===== config.mk =====
export PLATFORM = sky130hd
export DESIGN_NAME = alu_md_sequencer_flat
export DESIGN_NICKNAME = d
export VERILOG_FILES = /design/src/rtl/alu_md_sequencer_if.sv /design/src/rtl/alu_md_sequencer.sv /design/src/flat_wrapper.sv
export SDC_FILE = /design/constraint.sdc
export NUM_CORES = 1
export LEC_CHECK = 0
export BUFFER_PORTS_ARGS = -buffer_cell sky130_fd_sc_hd__buf_2
export CAP_MARGIN = 20
export CORE_ASPECT_RATIO = 1.25
export CORE_MARGIN = 5
export CORE_UTILIZATION = 45
export DETAILED_ROUTE_END_ITERATION = 10
export GPL_ROUTABILITY_DRIVEN = 0
export SETUP_SLACK_MARGIN = 0.15
export SYNTH_ARGS = -nofsm -noshare
export SYNTH_HDL_FRONTEND = slang
export SYNTH_SLANG_ARGS = --single-unit

===== constraint.sdc =====
create_clock -name clk -period 6.95 [get_ports clk]
set_clock_uncertainty 0.05 [all_clocks]
set_input_delay 0.695 -clock clk [delete_from_list [all_inputs] [get_ports clk]]
set_output_delay 0.695 -clock clk [all_outputs]
set_load 0.005 [all_outputs]

===== src/rtl/alu_md_sequencer_if.sv =====
// Decode-stage to execute-stage bus for alu_md_sequencer: instruction
// presentation with ready/valid, decoded operation and HI/LO results.
interface alu_md_sequencer_if #(
    parameter int WIDTH = 32
);
    logic             valid_in;
    logic [5:0]       opcode;
    logic [5:0]       func;
    logic [WIDTH-1:0] rs_val;
    logic [WIDTH-1:0] rt_val;
    logic             ready;
    logic [3:0]       alu_operation;
    logic             op_valid;
    logic             illegal;
    logic             md_done;
    logic             div_by_zero;
    logic [WIDTH-1:0] hi;
    logic [WIDTH-1:0] lo;

    modport master (
        output valid_in, opcode, func, rs_val, rt_val,
        input  ready, alu_operation, op_valid, illegal, md_done, div_by_zero, hi, lo
    );

    modport slave (
        input  valid_in, opcode, func, rs_val, rt_val,
        output ready, alu_operation, op_valid, illegal, md_done, div_by_zero, hi, lo
    );
endinterface


===== src/rtl/alu_md_sequencer.sv =====
// ALU operation decoder with an iterative signed multiply/divide engine.
// One multiplier/quotient bit per cycle; HI/LO update only on entry to DONE.
module alu_md_sequencer #(
    parameter int WIDTH = 32
) (
    input  logic                clk,
    input  logic                rst_n,
    alu_md_sequencer_if.slave   bus
);
    localparam int CW = $clog2(WIDTH) + 1;

    typedef enum logic [1:0] {IDLE, BUSY, DONE} state_e;

    typedef enum logic [3:0] {
        OP_NOP  = 4'd0,  OP_XOR  = 4'd1,  OP_OR   = 4'd2,  OP_AND  = 4'd3,
        OP_NOR  = 4'd4,  OP_SLL  = 4'd5,  OP_SRL  = 4'd6,  OP_SLT  = 4'd7,
        OP_ADD  = 4'd8,  OP_ADDU = 4'd9,  OP_SUB  = 4'd10, OP_SUBU = 4'd11,
        OP_MULT = 4'd12, OP_DIV  = 4'd13
    } alu_op_e;

    state_e             state;
    logic [CW-1:0]      cnt;
    logic               is_div;
    logic               neg_res;     // operand signs differ
    logic               neg_rem;     // dividend was negative
    logic [WIDTH-1:0]   mag_op;      // |multiplicand| or |divisor|
    logic [2*WIDTH-1:0] acc;         // mult: {partial, multiplier}; div: {rem, quotient}

    alu_op_e          dec_op;
    logic             dec_illegal;

    always_comb begin
        // NOTE: defaults first so every path through the case assigns both outputs; no latch.
        dec_op      = OP_NOP;
        dec_illegal = 1'b0;
        if (bus.opcode == 6'b000000) begin
            case (bus.func)
                6'b000100: dec_op = OP_SLL;
                6'b000110: dec_op = OP_SRL;
                6'b100110: dec_op = OP_XOR;
                6'b100010: dec_op = OP_SUB;
                6'b101010: dec_op = OP_SLT;
                6'b100011: dec_op = OP_SUBU;
                6'b100101: dec_op = OP_OR;
                6'b100111: dec_op = OP_NOR;
                6'b100001: dec_op = OP_ADDU;
                6'b100000: dec_op = OP_ADD;
                6'b100100: dec_op = OP_AND;
                6'b011000: dec_op = OP_MULT;
                6'b011010: dec_op = OP_DIV;
                default:   dec_illegal = 1'b1;
            endcase
        end else begin
            case (bus.opcode)
                6'b001110:                     dec_op = OP_XOR;
                6'b001010:                     dec_op = OP_SLT;
                6'b001000:                     dec_op = OP_ADD;
                6'b001100:                     dec_op = OP_AND;
                6'b001101:                     dec_op = OP_OR;
                6'b001001:                     dec_op = OP_ADDU;
                6'b000100, 6'b000101:          dec_op = OP_SUB;
                6'b000110, 6'b000111, 6'b000001: dec_op = OP_NOP;
                default:                       dec_illegal = 1'b1;
            endcase
        end
    end

    logic             rs_neg, rt_neg;
    logic [WIDTH-1:0] rs_mag, rt_mag;

    assign rs_neg = bus.rs_val[WIDTH-1];
    assign rt_neg = bus.rt_val[WIDTH-1];
    assign rs_mag = rs_neg ? -bus.rs_val : bus.rs_val;
    assign rt_mag = rt_neg ? -bus.rt_val : bus.rt_val;

    logic [WIDTH:0]     mul_sum;
    logic [WIDTH:0]     div_shift;
    logic [WIDTH:0]     div_trial;
    logic [2*WIDTH-1:0] step_acc;
    logic [2*WIDTH-1:0] fin_prod;
    logic [WIDTH-1:0]   fin_hi, fin_lo;
    logic [CW-1:0]      cnt_next;

    always_comb begin
        mul_sum   = {1'b0, acc[2*WIDTH-1:WIDTH]}
                  + (acc[0] ? {1'b0, mag_op} : {(WIDTH+1){1'b0}});
        div_shift = {acc[2*WIDTH-1:WIDTH], acc[WIDTH-1]};
        div_trial = div_shift - {1'b0, mag_op};
        if (is_div) begin
            // Restore on borrow: keep the shifted remainder and shift in a 0 quotient bit.
            step_acc = div_trial[WIDTH]
                     ? {div_shift[WIDTH-1:0], acc[WIDTH-2:0], 1'b0}
                     : {div_trial[WIDTH-1:0], acc[WIDTH-2:0], 1'b1};
        end else begin
            step_acc = {mul_sum, acc[WIDTH-1:1]};
        end

        fin_prod = neg_res ? -step_acc : step_acc;
        if (is_div) begin
            fin_lo = neg_res ? -step_acc[WIDTH-1:0] : step_acc[WIDTH-1:0];
            fin_hi = neg_rem ? -step_acc[2*WIDTH-1:WIDTH] : step_acc[2*WIDTH-1:WIDTH];
        end else begin
            fin_lo = fin_prod[WIDTH-1:0];
            fin_hi = fin_prod[2*WIDTH-1:WIDTH];
        end
        cnt_next = cnt + CW'(1);
    end

    assign bus.ready = (state == IDLE);

    // NOTE: all state and outputs use <= so every register samples pre-edge values.
    always_ff @(posedge clk or negedge rst_n) begin
        if (!rst_n) begin
            state             <= IDLE;
            cnt               <= '0;
            is_div            <= 1'b0;
            neg_res           <= 1'b0;
            neg_rem           <= 1'b0;
            mag_op            <= '0;
            acc               <= '0;
            bus.alu_operation <= OP_NOP;
            bus.op_valid      <= 1'b0;
            bus.illegal       <= 1'b0;
            bus.md_done       <= 1'b0;
            bus.div_by_zero   <= 1'b0;
            bus.hi            <= '0;
            bus.lo            <= '0;
        end else begin
            bus.op_valid    <= 1'b0;
            bus.illegal     <= 1'b0;
            bus.md_done     <= 1'b0;
            bus.div_by_zero <= 1'b0;
            case (state)
                IDLE: begin
                    if (bus.valid_in) begin
                        if (dec_op == OP_MULT || dec_op == OP_DIV) begin
                            is_div  <= (dec_op == OP_DIV);
                            neg_res <= rs_neg ^ rt_neg;
                            neg_rem <= rs_neg;
                            cnt     <= '0;
                            if (dec_op == OP_DIV && bus.rt_val == '0) begin
                                state             <= DONE;
                                bus.md_done       <= 1'b1;
                                bus.div_by_zero   <= 1'b1;
                                bus.op_valid      <= 1'b1;
                                bus.alu_operation <= OP_DIV;
                                bus.lo            <= '1;
                                bus.hi            <= bus.rs_val;
                            end else if (dec_op == OP_DIV) begin
                                state  <= BUSY;
                                mag_op <= rt_mag;
                                acc    <= {{WIDTH{1'b0}}, rs_mag};
                            end else begin
                                state  <= BUSY;
                                mag_op <= rs_mag;
                                acc    <= {{WIDTH{1'b0}}, rt_mag};
                            end
                        end else begin
                            bus.alu_operation <= dec_op;
                            bus.op_valid      <= 1'b1;
                            bus.illegal       <= dec_illegal;
                        end
                    end
                end
                BUSY: begin
                    acc <= step_acc;
                    cnt <= cnt_next;
                    if (cnt_next == CW'(WIDTH)) begin
                        state             <= DONE;
                        bus.md_done       <= 1'b1;
                        bus.op_valid      <= 1'b1;
                        bus.alu_operation <= is_div ? OP_DIV : OP_MULT;
                        bus.hi            <= fin_hi;
                        bus.lo            <= fin_lo;
                    end
                end
                DONE:    state <= IDLE;
                default: state <= IDLE;
            endcase
        end
    end
endmodule


===== src/flat_wrapper.sv =====
// flat-port wrapper written by rule: the top's interface ports become plain ports
module alu_md_sequencer_flat 
#(
    parameter int WIDTH = 32
)
  (clk, rst_n, bus_valid_in, bus_opcode, bus_func, bus_rs_val, bus_rt_val, bus_ready, bus_alu_operation, bus_op_valid, bus_illegal, bus_md_done, bus_div_by_zero, bus_hi, bus_lo);
  alu_md_sequencer_if #(.WIDTH(WIDTH)) bus_i ();
  input  logic clk;
  input  logic rst_n;
  input wire logic [$bits(bus_i.valid_in)-1:0] bus_valid_in;
  input wire logic [$bits(bus_i.opcode)-1:0] bus_opcode;
  input wire logic [$bits(bus_i.func)-1:0] bus_func;
  input wire logic [$bits(bus_i.rs_val)-1:0] bus_rs_val;
  input wire logic [$bits(bus_i.rt_val)-1:0] bus_rt_val;
  output wire logic [$bits(bus_i.ready)-1:0] bus_ready;
  output wire logic [$bits(bus_i.alu_operation)-1:0] bus_alu_operation;
  output wire logic [$bits(bus_i.op_valid)-1:0] bus_op_valid;
  output wire logic [$bits(bus_i.illegal)-1:0] bus_illegal;
  output wire logic [$bits(bus_i.md_done)-1:0] bus_md_done;
  output wire logic [$bits(bus_i.div_by_zero)-1:0] bus_div_by_zero;
  output wire logic [$bits(bus_i.hi)-1:0] bus_hi;
  output wire logic [$bits(bus_i.lo)-1:0] bus_lo;
  assign bus_i.valid_in = bus_valid_in;
  assign bus_i.opcode = bus_opcode;
  assign bus_i.func = bus_func;
  assign bus_i.rs_val = bus_rs_val;
  assign bus_i.rt_val = bus_rt_val;
  assign bus_ready = bus_i.ready;
  assign bus_alu_operation = bus_i.alu_operation;
  assign bus_op_valid = bus_i.op_valid;
  assign bus_illegal = bus_i.illegal;
  assign bus_md_done = bus_i.md_done;
  assign bus_div_by_zero = bus_i.div_by_zero;
  assign bus_hi = bus_i.hi;
  assign bus_lo = bus_i.lo;
  alu_md_sequencer #(.WIDTH(WIDTH)) u_core (.clk(clk), .rst_n(rst_n), .bus(bus_i));
endmodule

# Word-level counts from Yosys, hierarchy flattened

Cells that the tools add are included.

Add/sub/neg operators: 8
$mul: 0
Divide/modulo/power cells: 0
Order comparisons: 0
Eq/ne operators: 34
Shifts and indexed selects: 0
Muxes and demuxes: 58
Bitwise operators: 2
Reduce and logical (&&, ||, !) cells: 16

Operator list:

| kind                                                            | number |
|---|---|
| 32-bit two-way mux                                              | 17 |
| 64-bit two-way mux                                              | 6 |
| 32-bit negator                                                  | 4 |
| 32-bit case mux with 2 select lines                             | 2 |
| 64-bit case mux with 2 select lines                             | 1 |
| 64-bit negator                                                  | 1 |
| 6-bit == test, second input constant                            | 10 |
| 4-bit case mux with 13 select lines                             | 1 |
| 6-bit by 3-bit == test with 1-bit output, second input constant | 6 |
| 6-bit by 4-bit == test with 1-bit output, second input constant | 6 |
| 32-bit by 33-bit adder with 33-bit output                       | 1 |
| 33-bit by 32-bit subtractor with 33-bit output                  | 1 |
| 32-bit zero test                                                | 1 |
| 4-bit case mux with 7 select lines                              | 1 |
| 4-bit two-way mux                                               | 5 |
| 1-bit two-way mux                                               | 14 |
| 13-bit OR reduction                                             | 1 |
| 6-bit by 5-bit == test with 1-bit output, second input constant | 2 |
| 6-bit two-way mux                                               | 2 |
| 6-bit case mux with 2 select lines                              | 1 |
| 4-bit AND reduction                                             | 3 |
| 11-bit OR reduction                                             | 1 |
| 3-bit AND reduction                                             | 3 |
| 4-bit == test, second input constant                            | 2 |
| 19 further kinds                                                | 26 |

Register bits after elaboration: 179
Latch bits: 0
Bits in writable memories: 0
Memory bits (read-only): 0
Output and inout port bits: 73
Word-level logic and storage cells: 132
Memories kept: 0

# Logic depth before layout (Yosys ltp)

Gate-level depths: netlist of run 1.

Depth after elaboration: 10
Mapped depth: 24

# Least setup slack after synthesis of run 1

OpenSTA, ideal clock, no wires.

Path kind: register to register
From: register u_core.acc[31]
To: register u_core.bus.hi[24]
Setup time: 0.083 ns
Data arrival time: 5.108 ns
Required time: 6.817 ns
Setup slack: 1.709 ns
Stages on the path, launching flop included: 22
Buffers on the path: 0
Period minus slack after synthesis: 5.241 ns
Cells stage by stage: dfrtp_1 inv_1 ha_1 inv_1 fa_1 a211oi_1 o21ai_2 o2111ai_1 a21oi_1 o211ai_2 nor2_1 a21oi_1 ha_1 nand2_1 or3_1 nand2b_1 or3_1 or2_2 a2111oi_2 a41oi_1 xor2_1 o21ai_0

Longest elaborated chain between the ends: 8

Ends and longest elaborated chain:

| element                                                  | RTL line                                        | text |
|---|---|---|
| from (decl)                                              | alu_md_sequencer.sv:27                          | `logic [2*WIDTH-1:0] acc;` |
| from (signal assigned)                                   | alu_md_sequencer.sv:152                         | `acc <= {{WIDTH{1'b0}}, rs_mag};` |
| from (signal assigned)                                   | alu_md_sequencer.sv:156                         | `acc <= {{WIDTH{1'b0}}, rt_mag};` |
| from (signal assigned)                                   | alu_md_sequencer.sv:166                         | `acc <= step_acc;` |
| 33-bit by 32-bit subtractor with 33-bit output           | alu_md_sequencer.sv:88                          | `div_trial = div_shift - {1'b0, mag_op};` |
| 64-bit two-way mux                                       | alu_md_sequencer.sv:92                          | `? {div_shift[WIDTH-1:0], acc[WIDTH-2:0], 1'b0}` |
| 64-bit two-way mux (*)                                   | alu_md_sequencer.sv:89                          | `if (is_div) begin` |
| 64-bit negator or 32-bit negator (tied branches)         | alu_md_sequencer.sv:98, alu_md_sequencer.sv:101 |  |
| 64-bit two-way mux or 32-bit two-way mux (tied branches) | alu_md_sequencer.sv:98, alu_md_sequencer.sv:101 |  |
| 32-bit two-way mux (*)                                   | alu_md_sequencer.sv:99                          | `if (is_div) begin` |
| 32-bit two-way mux (*)                                   | alu_md_sequencer.sv:168                         | `if (cnt_next == CW'(WIDTH)) begin` |
| 32-bit case mux with 2 select lines (*)                  | alu_md_sequencer.sv:133                         | `case (state)` |
| to (signal assigned)                                     | alu_md_sequencer.sv:148                         | `bus.hi <= bus.rs_val;` |
| to (signal assigned)                                     | alu_md_sequencer.sv:173                         | `bus.hi <= fin_hi;` |
| to (decl)                                                | alu_md_sequencer_if.sv:27                       | `output ready, alu_operation, op_valid, illegal, md_done, div_by_zero, hi, lo` |

Every way passes the cells marked *; elsewhere a longest branch is shown, timed or not. The select of a mux whose other input is x is not followed.
A chain may end at the register's enable or synchronous reset.

# Worst setup path after layout of run 1

Same ends and word-level chain as after synthesis.

==> out/metrics.yaml, run 1 <==
power_and_ir_drop:
  vdd_drop_max_mv: 0.2165
  switching_share_pct: 50.02
  clockPowerShare_pct: 14.0
  power_frac_comb_pct: 60.4
  p_int_mw: 3.519
  power.switching_mw: 3.522
  power_density_nw_per_um2: 388.5
  power.static_leakage_nw: 7.971
  seqPwrFrac_pct: 25.6
synthesis:
  syn_area_sq_um: 16490
  synth_edf_count: 0
  ys_warn_count: 0
  avgSynthCellArea_sq_um: 7.536
  yosys.area.top_type: "dfrtp_1"
  ys_types: 79
  synthCells: 2188
  ys_seq_area_share_pct: 27.16
  synthArstFlopShare_pct: 100.0
  netlist.area_leader.share_pct: 27.16
  yosys_most_used_dff: "dfrtp_1"
  ys_seq_elements: 179
  synth_nets: 2338
  synth.area.top_cells: "dfrtp_1 27%, o21ai_0 8.8%, nand2_1 6.3%, ha_1 5.2%, a21oi_1 5.1%"
global_route:
  grt_usage_pct: 28.67
  antenna_found_initial: 2
  grt_pass1_vias: 16000
  grt_pass1_wl_mm: 92.00
  grt_overflow: 0
  grt_max_degree: 107
clock_tree:
  cts_max_path_buffers: 2
  cts_hold_buf: 0
  h-tree-depth: 4
  path_clk_slew_ns: 0.07
  cts.repair.resized: 0
  postCtsSetupRepairBufs: 0
  cts_tree: "built"
  cts_sinks: 179
  clock-root-buffer: "clkbuf_16"
  clk-insertion-delay-late_ns: 0.46
  numCtsBuffers: 17
sta:
  layout_setup_ws_ns: 0.9609
  tns_ns: 0
  final_max_slew_viol_count: 0
  grt_setup_unrepaired: "false"
  fmax_ghz: 0.1670
  setup_violations: 0
  tightest_slew_ns: 1.128
  relSlewSlack_pct: 24.71
  hold_viol: 0
  layout_min_cycle_time_ns: 5.989
  period_share_pct: 86.17
drt:
  drt-initial-drc-count: 1397
  final_antenna_net_count: 0
  dr.pass1.iters: 5
  drt_drc_violations_left: 0
  vias_per_cell: 6.184
  num_vias: 16880
  totalWireLength_mm: 60.23
  wire_per_inst_um: 22.06
worst_setup_path:
  path_class: "reg2reg"
  r2r_start: "u_core.acc[31]"
  cp_top_family: "compound AO/OA/AOI/OAI gates"
  cp_slowest_stage_delay_ns: 0.68
  cp_data_required_time_ns: 7.27
  worst-r2r-setup-slack_ns: 0.96
  setup.worst_path.start_class: "register"
  slowest_stage: "a2111oi_2"
  cp_max_fo: 8
  r2r_cells: 22
  cp_cell_sequence: "inv_1 > ha_1 > inv_1 > fa_1 > a211oi_1 > o21ai_2 > o2111ai_1 > a21oi_1 > o211ai_2 > nor2_1 > a21oi_1 > buf_4 > ha_1 > nand2_1 > or3_1 > nand2b_1 > or3_1 > or2_2 > a2111oi_2 > a41oi_1 > xor2_1 > o21ai_0"
  critPathArrivalTime_ns: 6.31
  reg2reg_to: "u_core.bus.hi[24]"
  path_buf_inv: 3
  end_kind: "register"
floorplan:
  fp.coreArea_sq_um: 36300
  initial_core_util_pct: 45.42
  dieArea_sq_um: 40600
  die_height_um: 224.0
  die_x_um: 181.2
  rows: 78
  io_pins: 152
placement:
  post-dp-hpwl_mm: 45.90
  dp_slack_ns: 1.045
  port-buffer-count: 151
flow_run:
  drv_cap: 0
cells_and_area:
  synthToLayoutAreaGrowth_pct: 9.917
  nFillCells: 3675
  finalNetCount: 2387
  drive_gt1_share_pct: 11.24
  antenna_cells: 0
run_status:
  outcome: "finished, final reports clean"
hold_path:
  min_path_type: "in2async"
## power groups by stage
stage	Sequential [mW]	Combinational [mW]	Clock (mW)
after CTS	1.82	4.14	0.995
after global placement	1.82	4.09	0
after detailed placement	1.84	4.11	0
final	1.80	4.26	0.984
after global routing	1.85	4.63	1.03
after floorplan	1.69	2.83	0
## cell families after synthesis
group,count (synthesis),synth area share [%]
flip-flops,179,27.16
adder cells (fa/ha/maj),71,5.478
multiplexers,78,4.887
AO/OA/AOI/OAI,740,27.60
XOR/XNOR,155,8.233
AND/OR/NAND/NOR,748,21.49
buffers and inverters,217,5.152
## registers in the layout (all words and copies together) (netlist names)
name                      count
u_core.neg_rem                1
u_core.is_div                 1
u_core.cnt                    6
u_core.bus.alu_operation      4
u_core.bus.op_valid           1
u_core.bus.hi                32
u_core.bus.lo                32
u_core.mag_op                32
u_core.bus.md_done            1
u_core.bus.illegal            1
u_core.neg_res                1
u_core.state                  2
u_core.bus.div_by_zero        1
u_core.acc                   64
## Yosys cell counts, drive strengths merged, types with 15 or more instances
cell      n
o21ai   293
nand2   278
dfrtp   179
a21oi   169
nor2    156
clkbuf  110
xnor2    87
inv      72
ha       69
xor2     68
mux2i    58
nor3     57
or3      53
and2     48
nand3    45
a21o     36
buf      34
a31oi    32
a211oi   30
o31ai    27
o211ai   25
mux2     20
nand2b   18
nand4    18
o21a     18
a22o     15
and3     15
## metrics by stage
stage	utilization [%]	power [mW]	area [sq um]	hold WS, ns	cells
2_1_floorplan	-	4.519	16490	0.3494	2188
3_3_place_gp	48.15	5.907	17480	0.4151	2695
3_5_place_dp	48.18	5.945	17490	0.4181	2696
4_1_cts	49.77	6.960	18070	0.3426	2728
5_1_grt	49.92	7.504	18120	0.3888	2730
6_report	49.92	7.041	18120	0.3269	2730
## cells in the final DEF, fill, tap and decap left out, drive strengths merged, types with 58 or more instances in the layout
| master | n |
|---|---|
| inv | 76 |
| xnor2 | 87 |
| mux2i | 58 |
| a21oi | 169 |
| xor2 | 68 |
| o21ai | 293 |
| ha | 69 |
| nand2 | 278 |
| buf | 172 |
| dfrtp | 179 |
| nor2 | 156 |
## worst max-delay path by stage
stage / from / slack, ns / endpoint / cells after the start
floorplan: u_core.acc[31] / 1.71 / u_core.bus.hi[24] / 21
global placement: u_core.acc[0] / 1.16 / u_core.bus.hi[24] / 15
detailed placement: u_core.acc[31] / 1.04 / u_core.bus.hi[24] / 22
CTS: u_core.acc[31] / 1.00 / u_core.bus.hi[24] / 22
global route: u_core.acc[31] / 0.59 / u_core.bus.hi[24] / 22
finish: u_core.acc[31] / 0.96 / u_core.bus.hi[24] / 22
## area by class of cell
cell class	instances	area [sq um]	share of cell area, %
multi-input cells	1792	11200	61.77
repair buffers	174	993.5	5.481
clock buffers	19	452.9	2.499
inverters	73	274.0	1.512
flip-flops and latches	179	4483	24.73
well taps	480	600.6	3.314
clock inverters	13	125.1	0.6903
## worst register-to-register path, delay by kind of cell, from the launching register on
family | cells | cell delay, ns
buffers and inverters | 3 | 0.30
AO/OA/AOI/OAI | 9 | 2.58
AND/OR/NAND/NOR | 6 | 1.62
XOR/XNOR | 1 | 0.18
adder cells (fa/ha/maj) | 3 | 0.76
flip-flops | 1 | 0.43
## routing by layer
metal / GRT usage, % / share of wire [%] / up-vias / wire length, um
met5: 0 / 0.022 / - / 13
met4: 13.78 / 5.2 / 2 / 3108
met3: 4.937 / 7.1 / 147 / 4306
met2: 47.91 / 48 / 705 / 28640
met1: 36.01 / 40 / 8067 / 24160
li1: - / - / 7962 / -
No activity file was read; power rests on OpenSTA's default activity.
==> run 2: changes to the inputs <==
--- a/config.mk
+++ b/config.mk
@@ -9,9 +9,10 @@
 export CAP_MARGIN = 20
 export CORE_ASPECT_RATIO = 1.25
 export CORE_MARGIN = 5
-export CORE_UTILIZATION = 45
+export CORE_UTILIZATION = 62
 export DETAILED_ROUTE_END_ITERATION = 10
 export GPL_ROUTABILITY_DRIVEN = 0
+export PLACE_DENSITY = 0.83
 export SETUP_SLACK_MARGIN = 0.15
 export SYNTH_ARGS = -nofsm -noshare
 export SYNTH_HDL_FRONTEND = slang
==> out/metrics.yaml, run 2 (synthesis gave the netlist of run 1 again) <==
floorplan:
  io_pins: 152  # unchanged
  rows: 66  # was 78
  initial_core_util_pct: 63.19  # was 45.42%
  die_height_um: 192.3  # was 224.0 um
  die_x_um: 155.9  # was 181.2 um
  fp.coreArea_sq_um: 26100  # was 36300 sq um
  dieArea_sq_um: 29980  # was 40600 sq um
placement:
  post-dp-hpwl_mm: 41.90  # was 45.90 mm
  port-buffer-count: 151  # unchanged
sta:
  relSlewSlack_pct: 20.92  # was 24.71%
  layout_min_cycle_time_ns: 5.963  # was 5.989 ns
  setup_violations: 0  # unchanged
  final_max_slew_viol_count: 0  # unchanged
  period_share_pct: 85.79  # was 86.17%
  grt_setup_unrepaired: "false"  # unchanged
  tightest_slew_ns: 1.185  # was 1.128 ns
  hold_viol: 0  # unchanged
  fmax_ghz: 0.1677  # was 0.1670 GHz
  tns_ns: 0  # unchanged
power_and_ir_drop:
  power_density_nw_per_um2: 391.3  # was 388.5 nW/um^2
  power.static_leakage_nw: 7.945  # was 7.971 nW
  vdd_drop_max_mv: 0.2147  # was 0.2165 mV
run_status:
  outcome: "finished, final reports clean"  # unchanged
cells_and_area:
  synthToLayoutAreaGrowth_pct: 8.552  # was 9.917%
  antenna_cells: 0  # unchanged
  largest_reg_flops: 64  # unchanged
  top_register: "u_core.acc"  # unchanged
  final_util_pct: 68.59  # was 49.92%
  final_cell_mix: "290 x o21ai_0, 277 x nand2_1, 178 x dfrtp_1"  # unchanged
  drive_gt1_share_pct: 11.12  # was 11.24%
  finalNetCount: 2385  # was 2387
  final_common_cell: "o21ai_0"  # unchanged
clock_tree:
  cts_sinks: 179  # unchanged
  cts_max_path_buffers: 2  # unchanged
  clk-insertion-delay-late_ns: 0.46  # about the same
  cts_hold_buf: 0  # unchanged
  clock-root-buffer: "clkbuf_16"  # unchanged
  h-tree-depth: 4  # unchanged
  postCtsSetupRepairBufs: 0  # unchanged
  path_clk_slew_ns: 0.08  # was 0.07 ns
  cts.repair.resized: 0  # unchanged
  cts_tree: "built"  # unchanged
  numCtsBuffers: 17  # unchanged
drt:
  dr.pass1.iters: 8  # was 5
  wire_per_inst_um: 21.73  # was 22.06 um
  totalWireLength_mm: 56.25  # was 60.23 mm
  drt-initial-drc-count: 2153  # was 1397
  drt_drc_violations_left: 0  # unchanged
  vias_per_cell: 6.812  # was 6.184
  final_antenna_net_count: 0  # unchanged
  num_vias: 17630  # was 16880
worst_setup_path:
  end_kind: "register"  # unchanged
  critPathArrivalTime_ns: 6.28  # was 6.31 ns
  r2r_cells: 21  # was 22
  setup.worst_path.start_class: "register"  # unchanged
  path_class: "reg2reg"  # unchanged
  cp_data_required_time_ns: 7.27  # about the same
  cp_max_fo: 8  # unchanged
  r2r_start: "u_core.acc[31]"  # unchanged
  cp_top_family: "compound AO/OA/AOI/OAI gates"  # unchanged
  cp_cell_sequence: "inv_1 > ha_1 > inv_1 > fa_1 > a211oi_1 > o21ai_2 > o2111ai_1 > a21oi_1 > o211ai_2 > nor2_1 > a21oi_1 > ha_1 > nand2_1 > or3_1 > nand2b_1 > or3_1 > or2_2 > a2111oi_2 > a41oi_1 > xor2_1 > o21ai_0"  # was inv_1 > ha_1 > inv_1 > fa_1 > a211oi_1 > o21ai_2 > o2111ai_1 > a21oi_1 > o211ai_2 > nor2_1 > a21oi_1 > buf_4 > ha_1 > nand2_1 > or3_1 > nand2b_1 > or3_1 > or2_2 > a2111oi_2 > a41oi_1 > xor2_1 > o21ai_0
  slowest_stage: "a2111oi_2"  # unchanged
  reg2reg_to: "u_core.bus.hi[24]"  # unchanged
  cp_slowest_stage_delay_ns: 0.62  # was 0.68 ns
  path_buf_inv: 2  # was 3
  worst-r2r-setup-slack_ns: 0.99  # was 0.96 ns
global_route:
  antenna_found_initial: 1  # was 2
  grt_max_degree: 113  # was 107
  grt_pass1_vias: 16600  # was 16000
  grt_pass1_wl_mm: 88.30  # was 92.00 mm
  grt_usage_pct: 37.01  # was 28.67%
  grt_overflow: 0  # unchanged
flow_run:
  drv_cap: 0  # unchanged
hold_path:
  min_path_type: "in2async"  # unchanged
## run 2: worst reg2reg max path, cell delays in order (launching register included)
cell and delay, ns:
dfrtp_1 0.42, inv_1 0.08, ha_1 0.17, inv_1 0.06
fa_1 0.43, a211oi_1 0.29, o21ai_2 0.18, o2111ai_1 0.36
a21oi_1 0.23, o211ai_2 0.24, nor2_1 0.10, a21oi_1 0.31
ha_1 0.25, nand2_1 0.09, or3_1 0.42, nand2b_1 0.21
or3_1 0.40, or2_2 0.37, a2111oi_2 0.62, a41oi_1 0.21
xor2_1 0.18, o21ai_0 0.21
## run 2: report_power, final
group / switching (mW) / internal [mW]
clock network: 0.463 / 0.545
registers: 0.426 / 1.40
logic: 2.61 / 1.56
total: 3.50 / 3.50
## run 2: through the flow
stage	hold slack, ns	worst slack [ns]	total power, mW	instance area [sq um]	instances
global route	0.3840	0.6805	7.396	17900	2588
finish	0.3087	0.9874	7.004	17900	2588
detailed placement	0.4214	1.094	5.811	17310	2556
global placement	0.4094	1.319	5.710	17310	2556
floorplan	0.3494	1.709	4.519	16490	2188
CTS	0.3608	1.080	6.842	17900	2588
## run 2: routing by layer
layer | GRT usage (%) | vias to the layer above | wire (um)
met5 | 0 | - | 0
met4 | 24.62 | 0 | 4615
met3 | 6.864 | 306 | 5876
met2 | 59.14 | 1141 | 25550
met1 | 45.58 | 8197 | 20200
li1 | - | 7986 | -
## run 2: how the worst max path moves through the flow
stage	from	to	slack, ns	cells after the start
final	u_core.acc[31]	u_core.bus.hi[24]	0.99	21
after detailed placement	u_core.acc[31]	u_core.bus.hi[24]	1.09	21
after global placement	u_core.acc[31]	u_core.bus.hi[24]	1.32	21
after floorplan	u_core.acc[31]	u_core.bus.hi[24]	1.71	21
after global routing	u_core.acc[31]	u_core.bus.hi[24]	0.68	21
after CTS	u_core.acc[31]	u_core.bus.hi[24]	1.08	21
## run 2: area by class of cell
type | instances | area (sq um)
multi-input combinational | 1792 | 11190
fill | 2194 | 8195
sequential | 179 | 4483
timing repair buffer | 172 | 934.6
clock buffer | 19 | 442.9
tap | 340 | 425.4
inverter | 73 | 274.0
clock inverter | 13 | 148.9
